## config.mk

```make
export PLATFORM = sky130hd
export DESIGN_NAME = ps2_host_tx
export DESIGN_NICKNAME = d
export VERILOG_FILES = /design/src/rtl/ps2_pkg.sv /design/src/rtl/ps2_line_filter.sv /design/src/rtl/ps2_host_tx.sv
export SDC_FILE = /design/constraint.sdc
export NUM_CORES = 1
export LEC_CHECK = 0
export CORE_MARGIN = 2
export CORE_UTILIZATION = 60
export CTS_CLUSTER_DIAMETER = 200
export DETAILED_ROUTE_END_ITERATION = 7
export PLACE_DENSITY = 0.8
export SYNTH_ARGS = -nofsm -noshare
export SYNTH_HDL_FRONTEND = slang
export SYNTH_SLANG_ARGS = --single-unit
```

## constraint.sdc

```tcl
create_clock -name clk -period 4 [get_ports clk]
set_clock_uncertainty 0.05 [all_clocks]
set_input_delay 1.2 -clock clk [delete_from_list [all_inputs] [get_ports clk]]
set_output_delay 1.2 -clock clk [all_outputs]
set_load 0.01 [all_outputs]
```

## src/rtl/ps2_pkg.sv

```systemverilog
// Shared definitions for the PS/2 host transmit path: FSM states, frame layout,
// common command bytes and the frame parity helper.
package ps2_pkg;

    typedef enum logic [2:0] {
        IDLE,
        INHIBIT,
        REQ,
        SEND,
        ACK,
        RELEASE
    } ps2_state_t;

    localparam int unsigned DATA_BITS  = 8;
    localparam int unsigned PARITY_IDX = 8;
    localparam int unsigned STOP_IDX   = 9;

    localparam logic [7:0] CMD_SET_LEDS = 8'hED;
    localparam logic [7:0] CMD_RESET    = 8'hFF;
    localparam logic [7:0] CMD_ECHO     = 8'hEE;

    // Odd parity: the returned bit makes the total count of ones odd.
    function automatic logic odd_parity(input logic [DATA_BITS-1:0] d);
        return ~^d;
    endfunction

endpackage

```

## src/rtl/ps2_line_filter.sv

```systemverilog
// Conditions one PS/2 pin: 2-flop synchroniser, FILT_LEN-sample agreement filter
// and a registered falling-edge strobe of the filtered line.
module ps2_line_filter #(
    parameter int unsigned FILT_LEN = 8
) (
    input  logic clk,
    input  logic ar,
    input  logic pin,
    output logic filt,
    output logic fall
);

    logic [1:0]          sync;
    logic [FILT_LEN-1:0] hist;
    logic                filt_nxt;

    // The filtered level only moves once the whole history window agrees.
    always_comb begin
        filt_nxt = filt;
        if (hist == '1) begin
            filt_nxt = 1'b1;
        end else if (hist == '0) begin
            filt_nxt = 1'b0;
        end
    end

    always_ff @(posedge clk) begin
        if (ar) begin
            sync <= '1;
            hist <= '1;
            filt <= 1'b1;
            fall <= 1'b0;
        end else begin
            sync <= {sync[0], pin};
            hist <= {hist[FILT_LEN-2:0], sync[1]};
            filt <= filt_nxt;
            fall <= filt & ~filt_nxt;
        end
    end

endmodule

```

## src/rtl/ps2_host_tx.sv

```systemverilog
// PS/2 host-to-device transmitter: inhibits the bus, requests to send, then
// shifts start/data/parity/stop on device clock falls and checks the ACK bit.
import ps2_pkg::*;

module ps2_host_tx #(
    parameter int unsigned INHIBIT_CYCLES   = 5000,
    parameter int unsigned REQ_SETUP_CYCLES = 50,
    parameter int unsigned TIMEOUT_CYCLES   = 750000,
    parameter int unsigned FILT_LEN         = 8
) (
    input  logic                 clk,
    input  logic                 ar,
    input  logic                 tx_valid,
    input  logic [DATA_BITS-1:0] tx_data,
    output logic                 tx_ready,
    output logic                 busy,
    output logic                 done,
    output logic                 ack_err,
    output logic                 timeout_err,
    input  logic                 ps2_clk,
    input  logic                 ps2_dat,
    output logic                 ps2_clk_oe,
    output logic                 ps2_dat_oe
);

    localparam int unsigned CNT_MAX = (INHIBIT_CYCLES > REQ_SETUP_CYCLES) ?
                                      INHIBIT_CYCLES : REQ_SETUP_CYCLES;
    localparam int unsigned CNT_W   = $clog2(CNT_MAX + 1);
    localparam int unsigned WD_W    = $clog2(TIMEOUT_CYCLES + 1);

    ps2_state_t        state, state_n;
    logic [CNT_W-1:0]  cnt, cnt_n;
    logic [WD_W-1:0]   wdog, wdog_n;
    logic [3:0]        bit_idx, bit_idx_n;
    logic [STOP_IDX:0] shreg, shreg_n;
    logic              dat_oe_q, dat_oe_n;
    logic              ack_q, ack_n;
    logic              to_q, to_n;
    logic              wd_active, wd_expire;

    logic clk_filt, clk_fall;
    logic dat_filt, dat_fall_unused;

    ps2_line_filter #(.FILT_LEN(FILT_LEN)) u_clk_filt (
        .clk  (clk),
        .ar   (ar),
        .pin  (ps2_clk),
        .filt (clk_filt),
        .fall (clk_fall)
    );

    ps2_line_filter #(.FILT_LEN(FILT_LEN)) u_dat_filt (
        .clk  (clk),
        .ar   (ar),
        .pin  (ps2_dat),
        .filt (dat_filt),
        .fall (dat_fall_unused)
    );

    always_ff @(posedge clk) begin
        if (ar) begin
            state    <= IDLE;
            cnt      <= '0;
            wdog     <= '0;
            bit_idx  <= '0;
            shreg    <= '0;
            dat_oe_q <= 1'b0;
            ack_q    <= 1'b0;
            to_q     <= 1'b0;
        end else begin
            state    <= state_n;
            cnt      <= cnt_n;
            wdog     <= wdog_n;
            bit_idx  <= bit_idx_n;
            shreg    <= shreg_n;
            dat_oe_q <= dat_oe_n;
            ack_q    <= ack_n;
            to_q     <= to_n;
        end
    end

    always_comb begin
        state_n   = state;
        cnt_n     = cnt;
        wdog_n    = wdog;
        bit_idx_n = bit_idx;
        shreg_n   = shreg;
        dat_oe_n  = dat_oe_q;
        ack_n     = ack_q;
        to_n      = to_q;
        done      = 1'b0;
        wd_active = (state == SEND) || (state == ACK) || (state == RELEASE);
        wd_expire = wd_active && (wdog == WD_W'(TIMEOUT_CYCLES));

        if (wd_active) begin
            wdog_n = wdog + WD_W'(1);
        end

        case (state)
            IDLE: begin
                if (tx_valid) begin
                    shreg_n   = {1'b1, odd_parity(tx_data), tx_data};
                    bit_idx_n = '0;
                    cnt_n     = '0;
                    ack_n     = 1'b0;
                    to_n      = 1'b0;
                    dat_oe_n  = 1'b0;
                    state_n   = INHIBIT;
                end
            end
            INHIBIT: begin
                if (cnt == CNT_W'(INHIBIT_CYCLES - 1)) begin
                    cnt_n    = '0;
                    dat_oe_n = 1'b1;
                    state_n  = REQ;
                end else begin
                    cnt_n = cnt + CNT_W'(1);
                end
            end
            REQ: begin
                if (cnt == CNT_W'(REQ_SETUP_CYCLES - 1)) begin
                    wdog_n  = '0;
                    state_n = SEND;
                end else begin
                    cnt_n = cnt + CNT_W'(1);
                end
            end
            SEND: begin
                if (clk_fall) begin
                    dat_oe_n  = ~shreg[bit_idx];
                    bit_idx_n = bit_idx + 4'd1;
                    if (bit_idx == 4'(STOP_IDX)) begin
                        state_n = ACK;
                    end
                end
            end
            ACK: begin
                if (clk_fall) begin
                    ack_n   = dat_filt;
                    state_n = RELEASE;
                end
            end
            RELEASE: begin
                if (clk_filt && dat_filt) begin
                    done    = 1'b1;
                    state_n = IDLE;
                end
            end
            default: state_n = IDLE;
        endcase

        // Watchdog overrides any same-cycle fall handling.
        if (wd_expire) begin
            state_n  = IDLE;
            dat_oe_n = 1'b0;
            ack_n    = 1'b0;
            to_n     = 1'b1;
            done     = 1'b1;
        end
    end

    assign tx_ready    = (state == IDLE);
    assign busy        = (state != IDLE);
    assign ps2_clk_oe  = (state == INHIBIT) || (state == REQ);
    assign ps2_dat_oe  = dat_oe_q & ~wd_expire;
    assign ack_err     = ack_q & ~wd_expire;
    assign timeout_err = to_q | wd_expire;

endmodule

```

# After elaboration in Yosys (flattened, before gate mapping)

Index checks and enable logic that the tools add are counted.

Memory bits (read-only): 0
Input port bits: 13
Logic and storage cells: 103
Memories kept: 0
RAM bits: 0
Register bits: 76
Bits in latches: 0
Output and inout port bits: 7

Shift-type cells: 0
Bitwise gates (word level): 7
Div/mod/pow operators: 0
Reductions and logical operators: 25
Equal/unequal tests: 19
Multipliers: 0
$add $sub $neg: 3
Muxes and demuxes: 33
Order comparisons: 1

Operators with widths:

| kind                  | number |
|---|---|
| $mux 20               | 3 |
| $mux 13               | 3 |
| $pmux 13 s3           | 1 |
| $mux 3                | 7 |
| $add 20x1->20 const B | 1 |
| $eq 20x20->1 const B  | 1 |
| $pmux 3 s6            | 1 |
| $eq 8x8->1 const B    | 2 |
| $logic_not 8->1       | 2 |
| $add 13x1->13 const B | 1 |
| $eq 13x13->1 const B  | 1 |
| $eq 13x6->1 const B   | 1 |
| $mux 1                | 12 |
| $reduce_and 3->1      | 3 |
| $reduce_bool 3->1     | 3 |
| $mux 4                | 2 |
| $ne 2x1->1 const B    | 4 |
| $ne 2x2->1 const B    | 4 |
| $pmux 4 s2            | 1 |
| $reduce_bool 2->1     | 4 |
| $reduce_xnor 8->1     | 1 |
| $reduce_and 7->1      | 1 |
| $eq 3x2->1 const B    | 2 |
| $eq 3x3->1 const B    | 2 |
| 16 further kinds      | 25 |

# Depth between registers and ports, before layout

Word-level depth: 6
Depth in mapped cells: 8
Mapped depth without buffers: 7

# Hierarchy

From an unflattened synthesis, not the netlist that was laid out.

Cells, all modules: 395
Area total of the unflattened synthesis: 3502.1 um^2

By module, submodules not included:

| module          | times used | cells each | area an instance (um^2) | seq. area each (um^2) |
|---|---|---|---|---|
| ps2_host_tx     | 1          | 331        | 2723.9                  | 1061.0 |
| ps2_line_filter | 2          | 32         | 389.1                   | 240.2 |

# Least setup slack after synthesis

OpenSTA, ideal clock, no wires.

Path kind: reg-to-output
From: register state[2]
To: output port ack_err
Cell stages (with the launch flop): 7
Arrival: 1.440 ns
Path buffers: 2
Slack: 1.310 ns
Required time: 2.750 ns
Path through: dfxtp_1 buf_6 and3b_1 buf_6 o211ai_1 or3_4 and2_1

Cells in the longest elaborated chain, start to end: 6
Elaborated cells on any way between the ends: 8
Those cells by class: 3 x eq/ne; 2 x bitwise; 3 x reduce/logical

Ends and longest elaborated chain:

| what                                     | RTL line           | source |
|---|---|---|
| start: declaration                       | ps2_host_tx.sv:31  | `ps2_state_t state, state_n;` |
| start signal: assignment                 | ps2_host_tx.sv:71  | `state <= state_n;` |
| $eq 3x2->1 or $eq 3x3->1 (tied branches) | ps2_host_tx.sv:92  | `wd_active = (state == SEND) \|\| (state == ACK) \|\| (state == RELEASE);` |
| $logic_or 1x1->1                         | ps2_host_tx.sv:92  |  |
| $logic_or 1x1->1 *                       | ps2_host_tx.sv:92  |  |
| $logic_and 1x1->1 *                      | ps2_host_tx.sv:93  | `wd_expire = wd_active && (wdog == WD_W'(TIMEOUT_CYCLES));` |
| $not 1->1 *                              | ps2_host_tx.sv:166 | `assign ack_err = ack_q & ~wd_expire;` |
| $and 1x1->1 *                            | ps2_host_tx.sv:166 |  |
| end: declaration                         | ps2_host_tx.sv:18  | `output logic ack_err,` |

Mark *: on every way between the ends. The rest lies on a longest branch, timed or not.

# Final worst setup path

From: register wdog[5]
To: output port ps2_dat_oe

Cells in the longest elaborated chain, start to end: 4

Ends and longest elaborated chain:

| what                     | RTL line           | source |
|---|---|---|
| start: declaration       | ps2_host_tx.sv:33  | `logic [WD_W-1:0] wdog, wdog_n;` |
| start signal: assignment | ps2_host_tx.sv:73  | `wdog <= wdog_n;` |
| $eq 20x20->1             | ps2_host_tx.sv:93  |  |
| $logic_and 1x1->1        | ps2_host_tx.sv:93  |  |
| $not 1->1                | ps2_host_tx.sv:165 | `assign ps2_dat_oe = dat_oe_q & ~wd_expire;` |
| $and 1x1->1              | ps2_host_tx.sv:165 |  |
| end: declaration         | ps2_host_tx.sv:23  | `output logic ps2_dat_oe` |

Every way passes these cells.

==> impl_metrics.xml <==
<?xml version="1.0" encoding="UTF-8"?>
<metrics>
  <group name="run_status">
    <metric name="run_status" unit="">finished, final reports clean</metric>
  </group>
  <group name="place">
    <metric name="place.gp.congestion" unit="">0.845</metric>
    <metric name="detailed_place_hpwl" unit="mm">4.69</metric>
    <metric name="postPlaceCellArea" unit="sq um">3810</metric>
    <metric name="place.port_buffers" unit="">19</metric>
  </group>
  <group name="yosys">
    <metric name="yosysSeqAreaShare" unit="%">42.5</metric>
    <metric name="yosysWarnings" unit="">0</metric>
    <metric name="post_synth.cell_area_avg" unit="sq um">8.99</metric>
    <metric name="share_of_the_synthesized_area_in_compound_gates_ao_oa_aoi_oai" unit="%">11.0</metric>
    <metric name="post_synth_and_or_nand_nor_area_fraction" unit="%">29.4</metric>
    <metric name="seq_cells_post_synth" unit="">76</metric>
    <metric name="synth.lib_cells_used.distinct" unit="">57</metric>
    <metric name="multiplexer_area_fraction_after_synthesis" unit="%">2.13</metric>
    <metric name="synth_xor_xnor_area_share" unit="%">8.81</metric>
    <metric name="asyncSetResetFlopFracSynth" unit="%">0</metric>
    <metric name="synth_enable_flop_cells" unit="">0</metric>
    <metric name="dominantRegCellSynth" unit="">dfxtp_1</metric>
    <metric name="synth_fa_ha_area_share" unit="%">2.10</metric>
    <metric name="postSynthNetCount" unit="">417</metric>
    <metric name="syn_inst" unit="">398</metric>
    <metric name="largest_family_of_logic_cells_by_synthesized_area" unit="">simple AND/OR/NAND/NOR gates</metric>
    <metric name="syn_area" unit="sq um">3580</metric>
  </group>
  <group name="die">
    <metric name="starting_density_of_the_core" unit="%">61.2</metric>
    <metric name="die-area" unit="sq um">6600</metric>
    <metric name="fp.dieW" unit="um">81.2</metric>
    <metric name="ioPinCount" unit="">20</metric>
    <metric name="core_region_area" unit="sq um">5850</metric>
    <metric name="placementRows" unit="">28</metric>
    <metric name="die_h" unit="um">81.2</metric>
  </group>
  <group name="routing">
    <metric name="detail_route.first_pass.iterations" unit="">5</metric>
    <metric name="number_of_vias_in_the_routed_layout" unit="">2782</metric>
    <metric name="vias_per_cell" unit="">5.60</metric>
    <metric name="post-route-drc-count" unit="">0</metric>
    <metric name="routed_length_per_instance" unit="um">13.6</metric>
    <metric name="wire_length_after_detailed_routing" unit="mm">6.76</metric>
    <metric name="detail-route-antenna-nets" unit="">0</metric>
    <metric name="drt_iter0_markers" unit="">134</metric>
  </group>
  <group name="sta">
    <metric name="max_slew.worst_pin.slew" unit="ns">0.716</metric>
    <metric name="fmax" unit="GHz">0.279</metric>
    <metric name="maxSlewViolCount" unit="">0</metric>
    <metric name="grt_setup_unrepaired" unit="">no</metric>
    <metric name="hold_viol_final" unit="">0</metric>
    <metric name="final.min_clock_period" unit="ns">3.58</metric>
    <metric name="final.period_utilization" unit="%">89.5</metric>
    <metric name="worst_slew_margin_rel" unit="%">52.3</metric>
    <metric name="fin_tns_setup" unit="ns">0</metric>
    <metric name="final-setup-viol-count" unit="">0</metric>
  </group>
  <group name="final_layout">
    <metric name="layout_commonest_cell" unit="">dfxtp_1</metric>
    <metric name="antennaDiodeCount" unit="">0</metric>
    <metric name="final_layout_size_suffix_gt1_share" unit="%">15.6</metric>
    <metric name="final.fill_count" unit="">448</metric>
    <metric name="area.growth.synth_to_final" unit="%">12.9</metric>
    <metric name="layout_common_cells" unit="">dfxtp_1 (76), nor2_1 (39), nand2_1 (34), xnor2_1 (29), a21oi_1 (25)</metric>
    <metric name="post-route-cell-area" unit="sq um">4040</metric>
    <metric name="layout.nets" unit="">436</metric>
  </group>
  <group name="clock_tree">
    <metric name="cts_setup_buffers" unit="">0</metric>
    <metric name="worstSkewPairLatency" unit="ns">0.36</metric>
    <metric name="clockRootBuffer" unit="">clkbuf_8</metric>
    <metric name="post_cts_resize_count" unit="">0</metric>
    <metric name="clock_sinks" unit="">76</metric>
    <metric name="path_clk_slew" unit="ns">0.09</metric>
    <metric name="max-clock-path-buffers" unit="">2</metric>
    <metric name="cts_inserted_buffers" unit="">9</metric>
    <metric name="htree_num_levels" unit="">3</metric>
    <metric name="tritoncts" unit="">done</metric>
    <metric name="hold_buffers" unit="">0</metric>
  </group>
  <group name="worst_setup_path">
    <metric name="timing.critical_path.required" unit="ns">2.75</metric>
    <metric name="startpoint_type" unit="">flip-flop</metric>
    <metric name="critical_path.endpoint_type" unit="">primary output</metric>
    <metric name="reg2reg_depth" unit="">4</metric>
    <metric name="worst_ep_arrival_time" unit="ns">2.33</metric>
    <metric name="crit_fanout" unit="">6</metric>
    <metric name="r2r_slack" unit="ns">2.04</metric>
    <metric name="worst-setup-path-type" unit="">flip-flop to primary output</metric>
  </group>
  <group name="pwr">
    <metric name="ir_worst_vdd" unit="mV">0.357</metric>
    <metric name="power.density" unit="nW/um^2">492</metric>
    <metric name="cellLeakagePower" unit="nW">1.39</metric>
    <metric name="total_power" unit="mW">1.99</metric>
  </group>
  <group name="min_path">
    <metric name="worst_hold_path_type" unit="">flip-flop to flip-flop</metric>
    <metric name="worst_hold_depth" unit="">1</metric>
  </group>
  <group name="run">
    <metric name="cap_viol_max_count" unit="">0</metric>
  </group>
  <group name="global_route">
    <metric name="number_of_antenna_violations_at_the_first_check_in_global_routing" unit="">0</metric>
    <metric name="grt_max_degree" unit="">25</metric>
    <metric name="first_global_vias" unit="">2583</metric>
    <metric name="grtUsageTotal" unit="%">22.4</metric>
    <metric name="remaining_global_route_overflow" unit="">0</metric>
    <metric name="first_pass_grt_wire_length" unit="mm">11.4</metric>
  </group>
</metrics>
## where the power goes
| group | total, mW | switching [mW] | leakage (nW) | internal (mW) |
|---|---|---|---|---|
| combinational | 0.480 | 0.266 | 0.656 | 0.214 |
| clock | 0.670 | 0.309 | 0.115 | 0.361 |
| sequential | 0.838 | 0.0316 | 0.617 | 0.806 |
| total | 1.99 | 0.606 | 1.39 | 1.38 |
## logic make-up after synthesis
| family | after synthesis |
|---|---|
| simple gates | 189 |
| mux | 5 |
| compound gates | 57 |
| flops | 76 |
| xor+xnor | 36 |
| buf+inv | 29 |
| fa+ha+maj | 6 |
## Yosys cell counts (2+ instances only)
cell type / count / area [sq um]
o31ai_1: 2 / 15.0
nand3_1: 17 / 85.1
nand2_1: 34 / 128
a21oi_1: 25 / 125
or3b_1: 2 / 17.5
nand2b_1: 2 / 12.5
clkbuf_1: 8 / 30.0
nand4_1: 11 / 68.8
nor3_2: 5 / 50.1
nand2_2: 2 / 12.5
buf_6: 3 / 33.8
xnor2_1: 29 / 254
xor2_1: 7 / 61.3
o21ai_0: 10 / 50.1
nor4_1: 4 / 25.0
or3_1: 6 / 37.5
a21bo_1: 2 / 20.0
o211ai_1: 4 / 30.0
buf_2: 6 / 30.0
nor2_1: 39 / 146
mux4_2: 2 / 45.0
inv_1: 11 / 41.3
and3_1: 6 / 37.5
or3_4: 2 / 22.5
nor3_1: 12 / 60.1
and2_1: 4 / 25.0
and3b_1: 2 / 17.5
ha_1: 6 / 75.1
a21oi_2: 2 / 17.5
dfxtp_1: 76 / 1520
a211oi_1: 2 / 15.0
and4_1: 2 / 17.5
nand3b_1: 2 / 15.0
or2_2: 22 / 138
nor2b_1: 6 / 37.5
mux2i_1: 2 / 20.0
## stage by stage
stage                     setup slack, ns  hold slack, ns  instances  util (%)
final                               0.420           0.365        497      69.1
after global routing                0.274           0.374        497      69.1
after CTS                           0.410           0.366        497      69.1
after detailed placement            0.838           0.346        481      65.2
after global placement              0.874           0.343        481      65.2
after floorplan                      1.31           0.339        398         -
## cell type report
cell class / count / area, sq um / area share (%)
flip-flops and latches: 76 / 1520 / 37.6
well taps: 75 / 93.8 / 2.32
clock buffers: 9 / 124 / 3.06
clock inverters: 7 / 104 / 2.57
inverters: 11 / 41.3 / 1.02
multi-input cells: 293 / 1920 / 47.4
repair buffers: 26 / 243 / 6.00
## critical path: stages (launching register included)
cell	delay, ns
dfxtp_1	0.41
and4_1	0.32
o211ai_1	0.12
or3_4	0.45
and2_1	0.19
clkdlybuf4s50_1	0.48
## sequential cells by signal, summed over array words and instances (netlist names), 3 cells and up
register / flops
cnt: 13
shreg: 10
state: 3
u_dat_filt.hist: 8
wdog: 20
u_clk_filt.hist: 8
bit_idx: 4
## final timing paths
kind / start / endpoint
max reg2reg: cnt[0] / wdog[5]
max: wdog[5] / ps2_dat_oe
min: u_clk_filt.sync[0] / u_clk_filt.sync[1]
min reg2reg: u_clk_filt.sync[0] / u_clk_filt.sync[1]
## layer usage
| layer | global-route usage [%] | share of wire, % |
|---|---|---|
| met1 | 27.8 | 45 |
| met2 | 38.0 | 49 |
| met3 | 4.33 | 3.7 |
| met4 | 9.66 | 1.7 |
| met5 | 0 | 0 |
Note: power is estimated with default switching activity, not from simulation.
